## src/rtl/control_transmision_serial_if.sv

```systemverilog
`default_nettype none
// ============================================================================
// Module  : control_transmision_serial_if
// Brief   : Request/shift-register control bundle for control_transmision_serial.
// Revision: 1.0 - initial release
// ============================================================================
interface control_transmision_serial_if #(
  parameter int ANCHO = 4
);
  logic             req;
  logic             dir_req;
  logic [ANCHO-1:0] dato;
  logic             cancelar;
  logic             ready;
  logic [1:0]       modo;
  logic             dir;
  logic [ANCHO-1:0] d_par;
  logic             bit_valid;
  logic             done;

  modport master (
    output req, dir_req, dato, cancelar,
    input  ready, modo, dir, d_par, bit_valid, done
  );

  modport slave (
    input  req, dir_req, dato, cancelar,
    output ready, modo, dir, d_par, bit_valid, done
  );
endinterface
`default_nettype wire

```

## src/rtl/control_transmision_serial.sv

```systemverilog
`default_nettype none
// ============================================================================
// Module  : control_transmision_serial
// Brief   : Sequences load/shift/hold of a serial shift register per transfer.
// Revision: 1.0 - initial release
// ============================================================================
module control_transmision_serial #(
  parameter int ANCHO = 4
) (
  input  logic                         clk,
  input  logic                         reset_L,
  control_transmision_serial_if.slave  bus
);

  localparam int               c_cnt_w      = (ANCHO > 1) ? $clog2(ANCHO) : 1;
  localparam logic [c_cnt_w-1:0] c_cnt_last = c_cnt_w'(ANCHO - 1);
  localparam logic [1:0]       c_modo_shift = 2'b00;
  localparam logic [1:0]       c_modo_load  = 2'b01;
  localparam logic [1:0]       c_modo_hold  = 2'b10;

  typedef enum logic [1:0] {
    IDLE  = 2'b00,
    CARGA = 2'b01,
    DESPL = 2'b10,
    FIN   = 2'b11
  } state_t;

  state_t               r_state,     w_state_next;
  logic [c_cnt_w-1:0]   r_cnt,       w_cnt_next;
  logic [1:0]           r_modo,      w_modo_next;
  logic                 r_ready,     w_ready_next;
  logic                 r_dir,       w_dir_next;
  logic [ANCHO-1:0]     r_d_par,     w_d_par_next;
  logic                 r_bit_valid, w_bit_valid_next;
  logic                 r_done,      w_done_next;

  always_ff @(posedge clk or negedge reset_L) begin
    if (!reset_L) begin
      r_state     <= IDLE;
      r_cnt       <= '0;
      r_modo      <= c_modo_hold;
      r_ready     <= 1'b1;
      r_dir       <= 1'b0;
      r_d_par     <= '0;
      r_bit_valid <= 1'b0;
      r_done      <= 1'b0;
    end else begin
      r_state     <= w_state_next;
      r_cnt       <= w_cnt_next;
      r_modo      <= w_modo_next;
      r_ready     <= w_ready_next;
      r_dir       <= w_dir_next;
      r_d_par     <= w_d_par_next;
      r_bit_valid <= w_bit_valid_next;
      r_done      <= w_done_next;
    end
  end

  always_comb begin
    w_state_next     = IDLE;
    w_cnt_next       = '0;
    w_dir_next       = r_dir;
    w_d_par_next     = r_d_par;
    w_modo_next      = c_modo_hold;
    w_ready_next     = 1'b0;
    w_bit_valid_next = 1'b0;
    w_done_next      = 1'b0;

    // Abort wins over every other transition; FIN and illegal codes fall to IDLE.
    case (r_state)
      IDLE: begin
        if (bus.req && r_ready && !bus.cancelar) begin
          w_state_next = CARGA;
          w_dir_next   = bus.dir_req;
          w_d_par_next = bus.dato;
        end
      end
      CARGA: begin
        if (!bus.cancelar) w_state_next = DESPL;
      end
      DESPL: begin
        if (!bus.cancelar) begin
          if (r_cnt == c_cnt_last) begin
            w_state_next = FIN;
          end else begin
            w_state_next = DESPL;
            w_cnt_next   = r_cnt + 1'b1;
          end
        end
      end
      default: w_state_next = IDLE;
    endcase

    // Outputs are registered, so they are decoded from the state being entered.
    case (w_state_next)
      IDLE:  w_ready_next = 1'b1;
      CARGA: w_modo_next  = c_modo_load;
      DESPL: begin
        w_modo_next      = c_modo_shift;
        w_bit_valid_next = 1'b1;
      end
      FIN:   w_done_next  = 1'b1;
      default: w_ready_next = 1'b1;
    endcase
  end

  assign bus.ready     = r_ready;
  assign bus.modo      = r_modo;
  assign bus.dir       = r_dir;
  assign bus.d_par     = r_d_par;
  assign bus.bit_valid = r_bit_valid;
  assign bus.done      = r_done;

endmodule
`default_nettype wire
```

## src/flat_wrapper.sv

```systemverilog
// flat-port wrapper written by rule: the top's interface ports become plain ports
module control_transmision_serial_flat 
#(
  parameter int ANCHO = 4
)
  (clk, reset_L, bus_req, bus_dir_req, bus_dato, bus_cancelar, bus_ready, bus_modo, bus_dir, bus_d_par, bus_bit_valid, bus_done);
  control_transmision_serial_if #(.ANCHO(ANCHO)) bus_i ();
  input  logic clk;
  input  logic reset_L;
  input wire logic [$bits(bus_i.req)-1:0] bus_req;
  input wire logic [$bits(bus_i.dir_req)-1:0] bus_dir_req;
  input wire logic [$bits(bus_i.dato)-1:0] bus_dato;
  input wire logic [$bits(bus_i.cancelar)-1:0] bus_cancelar;
  output wire logic [$bits(bus_i.ready)-1:0] bus_ready;
  output wire logic [$bits(bus_i.modo)-1:0] bus_modo;
  output wire logic [$bits(bus_i.dir)-1:0] bus_dir;
  output wire logic [$bits(bus_i.d_par)-1:0] bus_d_par;
  output wire logic [$bits(bus_i.bit_valid)-1:0] bus_bit_valid;
  output wire logic [$bits(bus_i.done)-1:0] bus_done;
  assign bus_i.req = bus_req;
  assign bus_i.dir_req = bus_dir_req;
  assign bus_i.dato = bus_dato;
  assign bus_i.cancelar = bus_cancelar;
  assign bus_ready = bus_i.ready;
  assign bus_modo = bus_i.modo;
  assign bus_dir = bus_i.dir;
  assign bus_d_par = bus_i.d_par;
  assign bus_bit_valid = bus_i.bit_valid;
  assign bus_done = bus_i.done;
  control_transmision_serial #(.ANCHO(ANCHO)) u_core (.clk(clk), .reset_L(reset_L), .bus(bus_i));
endmodule
```

## config.mk

```make
export PLATFORM = sky130hd
export DESIGN_NAME = control_transmision_serial_flat
export DESIGN_NICKNAME = d
export VERILOG_FILES = /design/src/rtl/control_transmision_serial_if.sv /design/src/rtl/control_transmision_serial.sv /design/src/flat_wrapper.sv
export SDC_FILE = /design/constraint.sdc
export NUM_CORES = 1
export LEC_CHECK = 0
export CAP_MARGIN = 20
export CORE_MARGIN = 4
export CORE_UTILIZATION = 41
export CTS_BUF_LIST = sky130_fd_sc_hd__clkbuf_8
export DETAILED_ROUTE_END_ITERATION = 8
export PLACE_DENSITY = 0.76
export RECOVER_POWER = 100
export SLEW_MARGIN = 5
export SYNTH_ARGS = -nofsm -noshare
export SYNTH_HDL_FRONTEND = slang
export SYNTH_SLANG_ARGS = --single-unit
```

## constraint.sdc

```tcl
create_clock -name clk -period 1.2 [get_ports clk]
set_input_delay 0.24 -clock clk [delete_from_list [all_inputs] [get_ports clk]]
set_output_delay 0.24 -clock clk [all_outputs]
set_load 0.02 [all_outputs]
```

==> impl_metrics.py, run 1 <==
metrics = {
    "status": {
        "status": "complete, but fails checks",
        "violations": "setup timing",
    },
    "global_route": {
        "grt-ovfl-total": 0,
        "grt_use_total": 0.1356,
        "antenna_found_initial": 0,
        "grt_pass1_vias": 390,
        "grt_first_pass_wirelength_mm": 1.807,
        "grt_max_degree": 15,
    },
    "clocking": {
        "numCtsBuffers": 3,
        "cts.sinks": 14,
        "ctsHoldBuffers": 0,
        "cts_max_level": 1,
        "worstSkewPairLatency_ps": 250,
        "root_buffer": "clkbuf_8",
        "tritoncts": "yes",
        "clk_pin_slew_ps": 60,
        "clk_path_buf_depth": 2,
    },
    "drt": {
        "postRouteAntennaNets": 0,
        "wl_met3_um": 123,
        "drt_pass1_iterations": 1,
        "wl_per_cell_um": 14.57,
        "drt_wl_total_mm": 1.195,
        "wl_met2_um": 603,
        "vias_per_cell": 4.744,
        "top_layer_used": "met4",
        "drt-met1-wl_um": 461,
        "drtIter0Drc": 0,
        "drc": 0,
        "num_vias": 389,
    },
    "power": {
        "powerDensity_nw_per_um2": 1801,
        "power_mw": 1.575,
        "leakage_nw": 0.4269,
        "irDropWorstVdd_uv": 1203,
    },
    "worst_setup_path": {
        "start_kind": "register",
        "rrSetupSlack_ps": -110,
        "cp.required_ps": 1330,
        "endpoint_kind": "register",
        "critPathKind": "reg2reg",
        "cp_max_fo": 6,
        "cp.arrival_ps": 1440,
    },
    "floorplan": {
        "die_area_sq_um": 2048,
        "io-pin-count": 19,
        "rows": 13,
        "fp.dieH_um": 45.26,
        "die_w_um": 45.26,
        "core_sq_um": 1301,
        "start_util": 0.4375,
    },
    "synthesis": {
        "ys_dominant_reg_cell": "dfrtp_1",
        "ys_ff_latch": 14,
        "synth_fa_ha_area_frac": 0.06593,
        "synth_compound_area_frac": 0.03297,
        "synth-edff-count": 0,
        "yosysWarningCount": 0,
        "yosys-top-cells-area": "dfrtp_1 (53%), mux2_4 (13%), dfstp_2 (9.2%)",
        "synth.distinct_cells": 17,
        "synth_xor_area_frac": 0.01538,
        "synth.area.mux_share": 0.1319,
        "seq_area_frac_synth": 0.6198,
        "async_reset_ff_frac": 1.000,
        "netlist_top_cells_count": "dfrtp_1 (12), mux2_4 (5), ha_1 (3), inv_1 (3)",
        "synth_nets": 50,
        "yosys.cell_count.top_type": "dfrtp_1",
        "synth_simple_gate_area_frac": 0.09451,
        "synth_area_sq_um": 569.3,
        "avgSynthCellArea_sq_um": 14.98,
        "netlist.area_leader.share": 0.5275,
        "synth_top_family_by_area": "multiplexers",
        "synth_top_area_cell": "dfrtp_1",
        "netlist_instances": 38,
    },
    "placement": {
        "dpl.hpwl_um": 890.7,
        "place_congestion": 0.7089,
        "placed_cell_area_sq_um": 802.0,
        "numPortBuffers": 18,
    },
    "timing": {
        "timing.final.crit_share": 1.088,
        "timing.fmax_ghz": 0.7659,
        "maxSlewViolCount": 0,
        "fin_tns_setup_ps": -602.7,
        "setup_viol": 8,
        "rsz0062_at_grt": "yes",
        "slew_headroom": 0.5175,
        "min_period_ps": 1306,
        "setup_ws_ps": -105.7,
        "tightest_slew_ps": 723.8,
        "clock_skew_ps": 3.482,
        "finalHoldViolCount": 0,
    },
    "finish": {
        "areaGrowthSynthToFinish_pct": 53.63,
        "nets": 80,
        "diodes": 0,
        "final_area_sq_um": 874.6,
        "final_layout_size_suffix_gt1_frac": 0.4030,
    },
    "job": {
        "max_cap_violations": 0,
    },
    "hold_path": {
        "hold_class": "reg2reg",
    },
}
-- stage by stage --
| stage | cells | util | hold slack (ps) | setup slack [ps] |
|---|---|---|---|---|
| floorplan | 38 | - | -55.59 | -122.9 |
| global placement | 76 | 0.6163 | 428.5 | -338.7 |
| detailed placement | 76 | 0.6163 | 452.4 | -385.1 |
| CTS | 80 | 0.6519 | 303.4 | -110.5 |
| global route | 82 | 0.6721 | 480.3 | -126.6 |
| finish | 82 | 0.6721 | 453.7 | -105.7 |
-- worst max-delay path: stages (launching register included) --
cell	delay (ps)
dfstp_2	550
and4b_1	200
buf_6	140
mux2_4	310
-- cells in the final DEF (no fill, tap or decap), drive strengths merged, types with 2 or more instances in the layout --
master          n
dfstp           2
nor2            2
clkbuf          8
ha              3
mux2            5
clkdlybuf4s50   6
inv             2
a21boi          2
nand2           2
dfrtp          12
dlygate4sd2     6
buf             8
-- state kept, by name, indices dropped and copies added, names as in the netlist --
signal                flops
u_core.r_state            2
u_core.r_cnt              2
u_core.bus.d_par          4
u_core.bus.dir            1
u_core.bus.ready          1
u_core.bus.bit_valid      1
u_core.bus.done           1
u_core.bus.modo           2
-- layer usage --
layer | vias up | GRT usage
met5 | - | 0
met3 | 2 | 0.05179
li1 | 183 | -
met2 | 18 | 0.2373
met1 | 186 | 0.1381
met4 | 0 | 0.07018
-- power breakdown --
group	switching [mW]	internal, mW	total (mW)
clock network	0.173	0.291	0.464
logic	0.235	0.240	0.475
registers	0.0574	0.579	0.636
-- logic make-up after synthesis --
kind of cell / Yosys count
AOI/OAI and AO/OA: 2
and+or+nand+nor: 9
xor gates and xnor gates: 1
muxes: 5
buffers and inverters: 4
DFF: 14
adders and majority gates: 3
-- path summary, 6_finish.rpt --
kind,startpoint,end,cells after the start
min in group asynchronous,reset_L,u_core.bus.done,2
setup / recovery,u_core.bus.ready,u_core.bus.d_par[0],3
hold reg to reg,u_core.r_cnt[0],u_core.r_cnt[0],1
max in group asynchronous,reset_L,u_core.r_state[0],2
hold / removal,u_core.r_cnt[0],u_core.r_cnt[0],1
setup reg to reg,u_core.bus.ready,u_core.bus.d_par[0],3
-- final cells by class --
| type | instances | area, sq um |
|---|---|---|
| fill | 109 | 426.7 |
| timing repair buffer | 26 | 217.7 |
| inverter | 3 | 11.26 |
| tap | 15 | 18.77 |
| clock buffer | 4 | 55.05 |
| multi-input combinational | 20 | 219.0 |
| sequential | 14 | 352.8 |
-- repair_timing --
action                     in CTS  in global routing
setup endpoints to repair      16                 11
pin swaps                       1                  1
gates resized for setup        19                 11
hold endpoints to repair        0                  0
setup buffers                   0                  2
Note: power is estimated with default switching activity, not from simulation.
==> run 2, diff against run 1 <==
CAP_MARGIN = 40   (was 20)
CORE_MARGIN = default   (was 4)
SETUP_SLACK_MARGIN = 0.5   (was default)
==> run 2 against run 1 <==
Compared with the run above:
- the flow still finishes with violations (setup timing)
- cell count increased by 9.8%
- combinational power up 18%
- die area fell by 25%
- critical path depth unchanged
- clock power decreased by 6.3%
- sequential power fell by 0.9%
- routed wire length down 8.5%
- critical path type unchanged
- register-to-register slack got worse by 20 ps
- global-route usage up 3.7 points
- worst hold slack worse by 18 ps
==> impl_metrics.py, run 2 (same netlist as run 1, synthesis figures left out) <==
metrics = {
    "status": {
        "status": "complete, but fails checks",
        "violations": "setup timing",
    },
    "worst_setup_path": {
        "r2r_cells": 3,
        "cp.arrival_ps": 1440,
        "start_kind": "register",
        "endpoint_kind": "register",
        "r2r-end": "u_core.bus.d_par[2]",
        "critPathKind": "reg2reg",
        "cp_max_fo": 6,
        "cp.required_ps": 1320,
        "reg2reg_from": "u_core.bus.ready",
        "rrSetupSlack_ps": -120,
    },
    "clocking": {
        "numCtsBuffers": 3,
        "worstSkewPairLatency_ps": 230,
        "root_buffer": "clkbuf_8",
        "clk_pin_slew_ps": 50,
        "ctsHoldBuffers": 0,
        "cts.sinks": 14,
        "clk_path_buf_depth": 2,
        "cts_max_level": 1,
        "tritoncts": "yes",
    },
    "hold_path": {
        "min_to": "u_core.r_cnt[0]",
        "whs_path_depth": 1,
        "hold_class": "reg2reg",
        "min-delay-start": "u_core.r_cnt[0]",
    },
    "finish": {
        "final_layout_size_suffix_gt1_frac": 0.4933,
        "nets": 88,
        "multiInputGateArea_sq_um": 217.7,
        "diodes": 0,
        "mostFrequentLayoutCell": "dfrtp_1",
        "fill_cells": 102,
        "largest_register_ffs": 4,
        "final_area_sq_um": 905.9,
        "areaGrowthSynthToFinish_pct": 59.12,
        "seqCellArea_sq_um": 352.8,
        "final_cell_mix": "dfrtp_1 (12), buf_4 (10), clkbuf_1 (9)",
    },
    "drt": {
        "drtIter0Drc": 5,
        "postRouteAntennaNets": 0,
        "wl_per_cell_um": 12.14,
        "vias_per_cell": 4.478,
        "drt_pass1_iterations": 2,
        "num_vias": 403,
        "drt_wl_total_mm": 1.093,
        "drc": 0,
    },
    "global_route": {
        "grt_max_degree": 15,
        "grt_pass1_vias": 394,
        "grt-ovfl-total": 0,
        "grt_use_total": 0.1730,
        "grt_first_pass_wirelength_mm": 1.725,
        "antenna_found_initial": 0,
    },
    "timing": {
        "maxSlewViolCount": 0,
        "timing.final.crit_share": 1.101,
        "setup_ws_ps": -120.9,
        "timing.hold.ws_ps": 436.2,
        "clock_skew_ps": 0.7631,
        "setup_viol": 8,
        "tightest_slew_ps": 720.2,
        "timing.fmax_ghz": 0.7570,
        "slew_headroom": 0.5198,
        "rsz0062_at_grt": "yes",
        "fin_tns_setup_ps": -625.5,
        "min_period_ps": 1321,
        "finalHoldViolCount": 0,
    },
    "placement": {
        "place_congestion": 0.6746,
        "dpl.hpwl_um": 714.7,
        "placed_cell_area_sq_um": 815.8,
        "numPortBuffers": 18,
    },
    "floorplan": {
        "rows": 13,
        "core_sq_um": 1301,
        "io-pin-count": 19,
        "die_area_sq_um": 1541,
        "die_w_um": 39.26,
        "start_util": 0.4375,
        "fp.dieH_um": 39.26,
    },
    "power": {
        "irDropWorstVdd_uv": 950.1,
        "powerDensity_nw_per_um2": 1795,
        "leakage_nw": 0.4387,
        "power_mw": 1.626,
    },
    "job": {
        "max_cap_violations": 0,
    },
}
run 2: through the flow:
stage,std cells,util,worst slack [ps]
after floorplan,38,-,-122.9
after global placement,77,0.6269,-372.2
after detailed placement,77,0.6269,-402.9
after CTS,89,0.7423,-115.9
after global routing,90,0.6962,-144.4
final,90,0.6962,-120.9
run 2: power by group:
group | total, mW | internal, mW | switching (mW)
Sequential | 0.630 | 0.579 | 0.0516
Combinational | 0.561 | 0.304 | 0.257
Clock | 0.435 | 0.290 | 0.145
run 2: worst max-delay path by stage:
stage	from	to	cells past startpoint
floorplan	u_core.bus.ready	u_core.bus.d_par[0]	3
finish	u_core.bus.ready	u_core.bus.d_par[2]	3
CTS	u_core.bus.ready	u_core.bus.d_par[2]	3
detailed placement	bus_cancelar	u_core.bus.d_par[3]	5
global placement	bus_cancelar	u_core.bus.d_par[1]	5
global route	u_core.bus.ready	u_core.bus.d_par[3]	3
run 2: metal layers:
metal | share of wire | wire length (um) | track usage
met5 | 0 | 0 | 0
met3 | 0.074 | 81 | 0.03977
met2 | 0.47 | 512 | 0.2875
met1 | 0.45 | 491 | 0.2119
met4 | 0.0064 | 7 | 0.07759
run 2: area by class of cell:
cell class / instances / area share
Sequential cell: 14 / 0.3895
Multi-Input combinational cell: 20 / 0.2403
Clock buffer: 4 / 0.06077
Timing Repair Buffer: 34 / 0.2762
Tap cell: 15 / 0.02072
Inverter: 3 / 0.01243
run 2: worst max-delay path, cell delays in order, from the launching register on:
cell and delay [ps]:
dfstp_2 550, and4b_1 210, buf_6 140, mux2_4 300
run 2: timing repair:
item / in CTS / in global routing
cloned: 0 / 0
resized for setup: 68 / 2
hold endpoints to repair: 0 / 0
pin swaps: 5 / 3
setup buffers: 8 / 1
endpoints found under the setup margin: 24 / 24
==> run 3, diff against run 2 <==
CELL_PAD_IN_SITES_DETAIL_PLACEMENT = 0   (was default)
CELL_PAD_IN_SITES_GLOBAL_PLACEMENT = 1   (was default)
CORE_UTILIZATION = 32   (was 41)
PLACE_DENSITY = default   (was 0.76)
PLACE_DENSITY_LB_ADDON = 0.1   (was default)
==> run 3 against run 2 <==
Compared with the run above:
- the flow finishes with violations (DRC, setup timing)
- utilization is 3.9 points lower
- die area is 27% higher
- clock skew is 2.8 ps higher
- register-to-register slack hardly changed
- largest power group is now combinational cells
- via count is 7.7% higher
- cell area is 14% higher
- sequential cell count stayed put
==> impl_metrics.py, run 3 (same netlist as run 1, synthesis figures left out) <==
metrics = {
    "finish": {
        "mostFrequentLayoutCell": "buf_6",
        "largest_register_ffs": 4,
        "fill_cells": 129,
        "diodes": 0,
        "final_layout_size_suffix_gt1_frac": 0.6582,
        "final_cell_mix": "buf_6 (16), buf_4 (12), dfrtp_1 (12)",
        "multiInputGateArea_sq_um": 250.2,
        "final_area_sq_um": 1036,
        "nets": 92,
        "areaGrowthSynthToFinish_pct": 81.98,
        "seqCellArea_sq_um": 352.8,
    },
    "clocking": {
        "cts_max_level": 1,
        "ctsHoldBuffers": 0,
        "tritoncts": "yes",
        "worstSkewPairLatency_ps": 240,
        "numCtsBuffers": 3,
        "cts.sinks": 14,
        "clk_path_buf_depth": 2,
        "clk_pin_slew_ps": 50,
        "root_buffer": "clkbuf_8",
    },
    "timing": {
        "rsz0062_at_grt": "yes",
        "maxSlewViolCount": 0,
        "setup_viol": 8,
        "setup_ws_ps": -122.7,
        "fin_tns_setup_ps": -769.4,
        "timing.fmax_ghz": 0.7561,
        "clock_skew_ps": 3.520,
        "tightest_slew_ps": 310.8,
        "finalHoldViolCount": 0,
        "min_period_ps": 1323,
        "timing.final.crit_share": 1.102,
        "slew_headroom": 0.7928,
    },
    "worst_setup_path": {
        "cp_max_fo": 6,
        "critPathKind": "reg2reg",
        "cp.arrival_ps": 1440,
        "r2r_cells": 3,
        "cp.required_ps": 1320,
        "endpoint_kind": "register",
        "start_kind": "register",
    },
    "floorplan": {
        "core_sq_um": 1577,
        "rows": 14,
        "fp.dieH_um": 44.18,
        "die_area_sq_um": 1952,
        "io-pin-count": 19,
        "start_util": 0.3611,
        "die_w_um": 44.18,
    },
    "global_route": {
        "grt_use_total": 0.1471,
        "grt-ovfl-total": 0,
        "grt_first_pass_wirelength_mm": 1.980,
        "grt_pass1_vias": 454,
        "antenna_found_initial": 0,
        "grt_max_degree": 9,
    },
    "power": {
        "pwr-share-clk": 0.212,
        "irDropWorstVdd_uv": 1184,
        "combPwrFrac": 0.423,
        "powerDensity_nw_per_um2": 1715,
        "power_switching_uw": 505.1,
        "leakage_nw": 0.5085,
        "p_int_mw": 1.272,
        "power_frac_seq": 0.365,
        "swShare": 0.2843,
    },
    "drt": {
        "drt_pass1_iterations": 6,
        "vias_per_cell": 4.568,
        "postRouteAntennaNets": 0,
        "drtIter0Drc": 3,
        "wl_per_cell_um": 13.63,
        "drt_wl_total_mm": 1.295,
        "drc": 1,
        "num_vias": 434,
    },
    "placement": {
        "dpl.hpwl_um": 875.3,
        "place_congestion": 0.7112,
        "placed_cell_area_sq_um": 832.0,
        "numPortBuffers": 18,
    },
    "job": {
        "max_cap_violations": 0,
    },
    "status": {
        "violations": "DRC, setup timing",
        "status": "complete, but fails checks",
    },
    "hold_path": {
        "hold_class": "in2async",
    },
}
run 3: cell count changes in the layout (fill, tap and decap cells not counted), sizes merged:
cell	before	now
clkbuf	15	5
inv	3	4
buf	15	28
run 3: what timing repair did:
item / 4_1_cts / 5_1_grt
gates resized for setup: 66 / 13
buffers inserted: 8 / 3
gates cloned: 0 / 0
setup endpoints to repair: 24 / 24
pin swaps: 6 / 7
run 3: final timing paths:
check | startpoint | to | slack (ps)
hold reg to reg | u_core.r_cnt[0] | u_core.r_cnt[0] | 450
max in group asynchronous | reset_L | u_core.bus.dir | 350
hold / removal | reset_L | u_core.r_state[0] | 320
setup reg to reg | u_core.bus.ready | u_core.bus.d_par[3] | -120
min in group clk | u_core.r_cnt[0] | u_core.r_cnt[0] | 450
setup / recovery | u_core.bus.ready | u_core.bus.d_par[3] | -120
run 3: power by group through the flow:
stage	clock network [mW]	registers (mW)	logic [mW]
final	0.377	0.649	0.751
after floorplan	0	0.746	0.157
after global routing	0.417	0.661	0.794
after CTS	0.388	0.646	0.672
after global placement	0	0.638	0.526
after detailed placement	0	0.645	0.536
run 3: through the flow:
stage          cells  hold WS [ps]  worst slack [ps]  utilization  power (mW)
2_1_floorplan     38        -55.59            -122.9            -      0.9030
5_1_grt           95         319.2            -157.5       0.6571       1.872
3_5_place_dp      80         434.5            -386.3       0.5278       1.180
6_report          95         315.9            -122.7       0.6571       1.777
4_1_cts           92         244.4            -100.8       0.6127       1.707
3_3_place_gp      80         420.9            -337.2       0.5278       1.163
run 3: area by class of cell:
class / instances / area share
multi-input combinational: 20 / 0.2415
tap: 16 / 0.01932
timing repair buffer: 38 / 0.3442
sequential: 14 / 0.3406
clock buffer: 3 / 0.03986
clock inverter: 1 / 0.003623
inverter: 3 / 0.01087
run 3: worst max-delay path, stage by stage (launching register included):
cell     delay (ps)
dfstp_2         540
and4b_1         220
buf_6           140
mux2_4          300
run 3: per-layer routing:
layer,vias up,part of all wire,GRT usage
li1,207,-,-
met1,216,0.44,0.1693
met4,0,0,0.07273
met2,11,0.52,0.2412
met5,-,0,0
met3,0,0.036,0.05306
